File: src/rtl/uart_sched_pkg.sv
// Shared types and helpers for the UART word scheduler.
// Optional build macro: UART_SCHED_HEADER_EN adds the SYNC_HDR byte ahead of every word.
package uart_sched_pkg;

    typedef enum logic [1:0] {
        S_IDLE,
        S_LOAD,
        S_WAIT_START,
        S_WAIT_DONE
    } state_t;

    localparam int unsigned WORD_W         = 32;
    localparam int unsigned BYTE_W         = 8;
    localparam int unsigned TIMER_W        = 16;
    localparam int unsigned BYTES_PER_WORD = 4;
    localparam logic [BYTE_W-1:0] SYNC_HDR = 8'hA5;

`ifdef UART_SCHED_HEADER_EN
    localparam int unsigned HDR_BYTES = 1;
`else
    localparam int unsigned HDR_BYTES = 0;
`endif

    // Bytes on the line per word, and the width of the byte counter that walks them
    localparam int unsigned FRAME_BYTES = BYTES_PER_WORD + HDR_BYTES;
    localparam int unsigned IDX_W       = $clog2(FRAME_BYTES);

    // A requester word viewed as its four byte lanes (b0 = bits [7:0])
    typedef struct packed {
        logic [BYTE_W-1:0] b3;
        logic [BYTE_W-1:0] b2;
        logic [BYTE_W-1:0] b1;
        logic [BYTE_W-1:0] b0;
    } word_bytes_t;

    // Pick the idx-th payload byte in transmit order
    function automatic logic [BYTE_W-1:0] byte_sel(
        input word_bytes_t word,
        input logic [1:0]  idx,
        input logic        msb_first
    );
        logic [1:0] lane;
        lane = msb_first ? 2'(2'd3 - idx) : idx;
        case (lane)
            2'd0:    byte_sel = word.b0;
            2'd1:    byte_sel = word.b1;
            2'd2:    byte_sel = word.b2;
            default: byte_sel = word.b3;
        endcase
    endfunction

endpackage

File: src/rtl/uart_rr_arbiter.sv
// Round-robin arbiter: lowest requesting index at or after ptr wins (combinational).
module uart_rr_arbiter #(
    parameter int unsigned N_REQ = 2
) (
    input  logic [N_REQ-1:0]         req,
    input  logic [$clog2(N_REQ)-1:0] ptr,
    output logic [N_REQ-1:0]         grant_c,
    output logic [$clog2(N_REQ)-1:0] grant_idx_c,
    output logic                     any_c
);

    localparam int unsigned ID_W = $clog2(N_REQ);

    // Scan requesters starting at ptr, wrapping modulo N_REQ; first hit wins
    always_comb begin
        int unsigned idx;
        grant_c     = '0;
        grant_idx_c = '0;
        any_c       = 1'b0;
        idx         = 0;
        for (int unsigned off = 0; off < N_REQ; off++) begin
            idx = (32'(ptr) + off) % N_REQ;
            if (!any_c && req[ID_W'(idx)]) begin
                any_c                 = 1'b1;
                grant_c[ID_W'(idx)]   = 1'b1;
                grant_idx_c           = ID_W'(idx);
            end
        end
    end

endmodule

File: src/rtl/uart_tx_word_scheduler.sv
// Shares one byte-wide UART transmitter between N_REQ word sources: round-robin
// arbitration, word capture, and byte sequencing over the tx_en/tx_busy handshake.
// Optional build macro: UART_SCHED_HEADER_EN sends SYNC_HDR before each word (5 bytes).
module uart_tx_word_scheduler
    import uart_sched_pkg::*;
#(
    parameter int unsigned        N_REQ         = 2,
    parameter bit                 MSB_FIRST     = 1'b0,
    parameter logic [TIMER_W-1:0] START_TIMEOUT = 16'd40000
) (
    input  logic                       clk,
    input  logic                       reset_n,
    input  logic [N_REQ-1:0]           req_valid,
    input  logic [WORD_W*N_REQ-1:0]    req_data,
    output logic [N_REQ-1:0]           req_ready,
    output logic [BYTE_W-1:0]          tx_data,
    output logic                       tx_en,
    input  logic                       tx_busy,
    output logic                       busy,
    output logic [$clog2(N_REQ)-1:0]   grant_id,
    output logic                       word_done,
    output logic                       err_timeout
);

    localparam int unsigned       ID_W     = $clog2(N_REQ);
    localparam logic [IDX_W-1:0]  LAST_IDX = IDX_W'(FRAME_BYTES - 1);

    state_t               state_q, state_d;
    word_bytes_t          word_q, word_d;
    logic [IDX_W-1:0]     byte_idx_q, byte_idx_d;
    logic [TIMER_W-1:0]   timer_q, timer_d;
    logic [ID_W-1:0]      rr_ptr_q, rr_ptr_d;

    logic [N_REQ-1:0]     req_ready_d;
    logic [BYTE_W-1:0]    tx_data_d;
    logic                 tx_en_d;
    logic                 busy_d;
    logic [ID_W-1:0]      grant_id_d;
    logic                 word_done_d;
    logic                 err_timeout_d;

    logic [N_REQ-1:0]     arb_grant_c;
    logic [ID_W-1:0]      arb_idx_c;
    logic                 arb_any_c;
    word_bytes_t          sel_word_c;
    logic [BYTE_W-1:0]    cur_byte_c;
    logic [ID_W-1:0]      next_ptr_c;

    word_bytes_t          req_words [N_REQ];

    uart_rr_arbiter #(
        .N_REQ (N_REQ)
    ) u_arb (
        .req         (req_valid),
        .ptr         (rr_ptr_q),
        .grant_c     (arb_grant_c),
        .grant_idx_c (arb_idx_c),
        .any_c       (arb_any_c)
    );

    // Unpack the flat request bus into one word per requester
    for (genvar g = 0; g < N_REQ; g++) begin : g_words
        assign req_words[g] = req_data[WORD_W*g +: WORD_W];
    end

    // Word offered by the arbitration winner
    always_comb begin
        sel_word_c = req_words[arb_idx_c];
    end

    // Byte for the current position in the frame
    always_comb begin
`ifdef UART_SCHED_HEADER_EN
        if (byte_idx_q == '0) begin
            cur_byte_c = SYNC_HDR;
        end else begin
            cur_byte_c = byte_sel(word_q, 2'(byte_idx_q - IDX_W'(1)), MSB_FIRST);
        end
`else
        cur_byte_c = byte_sel(word_q, byte_idx_q, MSB_FIRST);
`endif
    end

    // Round-robin pointer moves to the requester after the one just served
    always_comb begin
        if (grant_id == ID_W'(N_REQ - 1)) begin
            next_ptr_c = '0;
        end else begin
            next_ptr_c = grant_id + ID_W'(1);
        end
    end

    // Next-state and next-output logic
    always_comb begin
        state_d       = state_q;
        word_d        = word_q;
        byte_idx_d    = byte_idx_q;
        timer_d       = timer_q;
        rr_ptr_d      = rr_ptr_q;
        req_ready_d   = '0;
        tx_data_d     = tx_data;
        tx_en_d       = 1'b0;
        busy_d        = busy;
        grant_id_d    = grant_id;
        word_done_d   = 1'b0;
        err_timeout_d = 1'b0;

        case (state_q)
            S_IDLE: begin
                // Arbitrate only while the transmitter is free
                if (!tx_busy && arb_any_c) begin
                    req_ready_d = arb_grant_c;
                    word_d      = sel_word_c;
                    grant_id_d  = arb_idx_c;
                    busy_d      = 1'b1;
                    byte_idx_d  = '0;
                    state_d     = S_LOAD;
                end
            end
            S_LOAD: begin
                tx_data_d = cur_byte_c;
                tx_en_d   = 1'b1;
                timer_d   = '0;
                state_d   = S_WAIT_START;
            end
            S_WAIT_START: begin
                // tx_data stays put: the transmitter keeps sampling it until busy rises
                if (tx_busy) begin
                    state_d = S_WAIT_DONE;
                end else if (timer_q >= START_TIMEOUT) begin
                    err_timeout_d = 1'b1;
                    busy_d        = 1'b0;
                    state_d       = S_IDLE;
                end else if (timer_q != '1) begin
                    timer_d = timer_q + TIMER_W'(1);
                end
            end
            S_WAIT_DONE: begin
                if (!tx_busy) begin
                    if (byte_idx_q == LAST_IDX) begin
                        word_done_d = 1'b1;
                        busy_d      = 1'b0;
                        rr_ptr_d    = next_ptr_c;
                        state_d     = S_IDLE;
                    end else begin
                        byte_idx_d = byte_idx_q + IDX_W'(1);
                        state_d    = S_LOAD;
                    end
                end
            end
            default: begin
                state_d = S_IDLE;
            end
        endcase
    end

    // State, datapath and output registers
    always_ff @(posedge clk or negedge reset_n) begin
        if (!reset_n) begin
            state_q     <= S_IDLE;
            word_q      <= '0;
            byte_idx_q  <= '0;
            timer_q     <= '0;
            rr_ptr_q    <= '0;
            req_ready   <= '0;
            tx_data     <= '0;
            tx_en       <= 1'b0;
            busy        <= 1'b0;
            grant_id    <= '0;
            word_done   <= 1'b0;
            err_timeout <= 1'b0;
        end else begin
            state_q     <= state_d;
            word_q      <= word_d;
            byte_idx_q  <= byte_idx_d;
            timer_q     <= timer_d;
            rr_ptr_q    <= rr_ptr_d;
            req_ready   <= req_ready_d;
            tx_data     <= tx_data_d;
            tx_en       <= tx_en_d;
            busy        <= busy_d;
            grant_id    <= grant_id_d;
            word_done   <= word_done_d;
            err_timeout <= err_timeout_d;
        end
    end

endmodule

File: config.mk
export PLATFORM = sky130hd
export DESIGN_NAME = uart_tx_word_scheduler
export DESIGN_NICKNAME = d
export VERILOG_FILES = /design/src/rtl/uart_sched_pkg.sv /design/src/rtl/uart_rr_arbiter.sv /design/src/rtl/uart_tx_word_scheduler.sv
export SDC_FILE = /design/constraint.sdc
export NUM_CORES = 1
export LEC_CHECK = 0
export CORE_ASPECT_RATIO = 0.9
export CORE_MARGIN = 2
export CORE_UTILIZATION = 39
export DETAILED_ROUTE_END_ITERATION = 16
export MAX_ROUTING_LAYER = met4
export PLACE_DENSITY = 0.76
export RECOVER_POWER = 25
export SLEW_MARGIN = 10
export SYNTH_ARGS = -nofsm -noshare
export SYNTH_HDL_FRONTEND = slang
export SYNTH_SLANG_ARGS = --single-unit
File: constraint.sdc
create_clock -name clk -period 1.6 [get_ports clk]
set_input_delay 0.32 -clock clk [delete_from_list [all_inputs] [get_ports clk]]
set_output_delay 0.32 -clock clk [all_outputs]
set_load 0.01 [all_outputs]
==> flow_summary.yaml <==
sta:
  post-route-min-period_ps: 1730
  clock.fmax_mhz: 578
  final_hold_vio_count: 0
  slew_headroom_pct: 57.5
  finalWorstSetupSlack_ps: -130
  rsz0062_at_grt: "true"
  worst_slew_pin_slew_ps: 637
  timing_max_transition_violations_final: 0
  layout_worst_path_cycle_share_pct: 108
  report.final.setup_viol: 15
  fin_tns_setup_ps: -634
  worst_setup_skew_after_layout_ps: 8.17
yosys:
  synthesis.nets: 427
  yosys_most_used_dff: "sky130_fd_sc_hd__dfrtp_1"
  post_synthesis_cell_count: 352
  yosysWarningCount: 0
  post_synth_num_cell_types: 43
  synthesis.area_per_instance_sq_um: 9.69
  synth.cell_area_sq_um: 3410
  fraction_of_registers_with_async_set_reset_pct: 100
  synth-edff-count: 0
  yosysSeqAreaShare_pct: 49.9
  postSynthRegisterBits: 68
power_and_ir_drop:
  cellLeakagePower_nw: 2.44
  vdd_ir_drop_max_uv: 584
  power_per_cell_area_nw_per_um2: 1380
  finalPower_mw: 7.39
global_routing:
  globalRouteTotalUtil_pct: 20.6
  grt_start_max_net_pins: 43
  met3_layer_usage_reported_by_global_route_pct: 4.98
  groute.layer.met2.usage_pct: 31.7
  overflow: 0
  antenna_found_initial: 0
  grt_use_met1_pct: 26.2
  grt.busiest_layer: "met2"
  first_global_vias: 3202
  grt_first_pass_wirelength_um: 14700
floorplanning:
  io-pin-count: 84
  die_x_um: 103
  dieArea_sq_um: 9510
  std_cell_rows: 32
  die_height_um: 92.7
  core_region_area_sq_um: 8530
  initial_core_util_pct: 40.0
clock_network:
  cts.sinks: 68
  cts_tree: "built"
  worst_setup_hold_path_clk_slew_ps: 70
  cts-root-buf: "sky130_fd_sc_hd__clkbuf_8"
  cts_htree_levels: 3
  cts_max_path_buffers: 2
  cts_buffers: 9
  later_pin_clock_latency_in_the_skew_report_ps: 350
worst_setup_path:
  cell_type_of_the_slowest_stage_on_the_worst_timing_path: "sky130_fd_sc_hd__or4_4"
  worstPathRequired_ps: 1870
  r2r_cells: 4
  slowest_delay_ps: 530
  worstPathMaxFanout: 8
  cp_data_arrival_time_ps: 2000
  path_class: "reg2reg"
  worst_setup_path_start_kind: "flip-flop"
  worstPathCellList: "nor4_4 -> o311ai_4 -> or4_4 -> a21oi_2"
  timing.critical_path.to_type: "flip-flop"
detailed_routing:
  drcViolationCount: 0
  drt-total-wl_um: 9370
  detailedRoute.firstPassIterationCount: 5
  wl_per_cell_um: 15.4
  ant_nets_after_route: 0
  via_count: 3187
  detail_route.vias_per_cell: 5.22
  initialDrtViolationCount: 175
finish:
  sequential_cell_area_sq_um: 1700
  antenna-diode-count: 0
  multi_input_area_sq_um: 1870
  layout.nets: 562
  nFillCells: 709
  area_delta_synth_final_pct: 56.4
  drive_above_1_share_pct: 25.5
placed_design:
  buffer_ports.inserted: 83
  post-dp-hpwl_um: 6450
  finalWeightedCongestion: 0.897
job:
  cap_viol_max_count: 0
status:
  status: "finished, violations left"
  failed_checks: "setup timing"
hold_path:
  hold_path.class: "reg2reg"
  whs_path_depth: 2
[layer usage]
metal  up-vias  part of all wire, %
met5         -                    0
met4         0                  2.1
met3        19                  6.0
met2       123                   51
met1      1521                   41
li1       1524                    -
[layout by cell type, fill, tap and decap left out, drive strengths merged, types with 4 or more instances in the layout]
cell type / count
o21ai: 47
nand2: 58
inv: 10
a222oi: 8
nor4: 4
nand4: 4
dfrtp: 68
mux2i: 37
o31ai: 5
clkbuf: 13
nand2b: 6
nor2: 22
nand3: 5
clkdlybuf4s50: 74
ha: 6
nor3: 5
buf: 59
dlygate4sd2: 4
a21oi: 16
clkinv: 4
dlymetal6s2s: 4
[registers in the layout, summed over array words and instances (netlist names), 2 cells and up]
signal      cells
timer_q        16
word_q         32
byte_idx_q      2
tx_data         8
req_ready       2
state_q         2
[final cells by class]
class / count / area share (%)
Timing Repair Buffer: 145 / 25.9
Inverter: 11 / 0.891
Tap cell: 119 / 2.79
Clock inverter: 5 / 1.01
Sequential cell: 68 / 31.9
Multi-Input combinational cell: 252 / 35.1
Clock buffer: 10 / 2.39
[final timing paths]
check	startpoint	to	slack [ps]
worst max-delay path	timer_q[8]	timer_q[11]	-130
worst min-delay path	word_q[22]	word_q[22]	490
worst max register to register	timer_q[8]	timer_q[11]	-130
worst min register to register	word_q[22]	word_q[22]	490
max in group asynchronous	reset_n	byte_idx_q[1]	480
min in group asynchronous	reset_n	grant_id	660
[worst max-delay path, delay by kind of cell, from the launching register on]
kind / cells / cell delay, ps
compound gates: 2 / 340
flops: 1 / 420
simple gates: 2 / 910
[cell usage after synthesis (2+ instances only)]
library cell	number	share of area, %
sky130_fd_sc_hd__o21ai_0	46	6.7
sky130_fd_sc_hd__o31ai_1	5	1.1
sky130_fd_sc_hd__nor3_1	5	0.73
sky130_fd_sc_hd__nor4_1	3	0.55
sky130_fd_sc_hd__mux2_2	2	0.66
sky130_fd_sc_hd__nand4_1	4	0.73
sky130_fd_sc_hd__and4_1	2	0.51
sky130_fd_sc_hd__nor2_1	22	2.4
sky130_fd_sc_hd__nand2_1	58	6.4
sky130_fd_sc_hd__inv_1	10	1.1
sky130_fd_sc_hd__mux2i_1	37	11
sky130_fd_sc_hd__a222oi_1	8	2.3
sky130_fd_sc_hd__o211ai_1	2	0.44
sky130_fd_sc_hd__or3_1	2	0.37
sky130_fd_sc_hd__nand2b_1	6	1.1
sky130_fd_sc_hd__clkbuf_1	14	1.5
sky130_fd_sc_hd__dfrtp_1	68	50
sky130_fd_sc_hd__and2_1	2	0.37
sky130_fd_sc_hd__or4_1	2	0.44
sky130_fd_sc_hd__buf_2	6	0.88
sky130_fd_sc_hd__ha_1	6	2.2
sky130_fd_sc_hd__a21oi_1	16	2.3
sky130_fd_sc_hd__a2bb2oi_1	2	0.51
sky130_fd_sc_hd__nand3_1	5	0.73
[per-stage QoR]
| stage | cells | instance area [sq um] | util (%) | worst slack, ps | hold WS, ps |
|---|---|---|---|---|---|
| after floorplan | 352 | 3420 | - | 6.67 | 24.4 |
| after global placement | 585 | 4770 | 56.0 | -420 | 320 |
| after detailed placement | 585 | 4770 | 56.0 | -451 | 319 |
| after CTS | 604 | 5110 | 59.9 | -118 | 485 |
| after global routing | 610 | 5340 | 62.6 | -164 | 503 |
| final | 610 | 5340 | 62.6 | -130 | 490 |
[kinds of logic after synthesis]
kind of cell / Yosys count / synth area share, %
AOI/OAI and AO/OA: 91 / 16.6
DFF: 68 / 49.9
muxes: 39 / 11.5
xor gates and xnor gates: 1 / 0.257
adders and majority gates: 6 / 2.20
and+or+nand+nor: 115 / 15.8
buffers and inverters: 32 / 3.74
[where the power goes]
group | total, mW | internal [mW] | switching (mW)
registers | 2.65 | 2.28 | 0.371
clock network | 1.35 | 0.706 | 0.645
logic | 3.38 | 1.71 | 1.67
total | 7.39 | 4.70 | 2.69
[repair_timing]
action | in CTS | in global routing
pin swaps | 13 | 20
setup endpoints to repair | 24 | 31
hold endpoints to repair | 63 | 0
buffers inserted | 3 | 6
hold buffers | 1 | 0
gates resized for setup | 31 | 56
No activity file was read; power rests on OpenSTA's default activity.
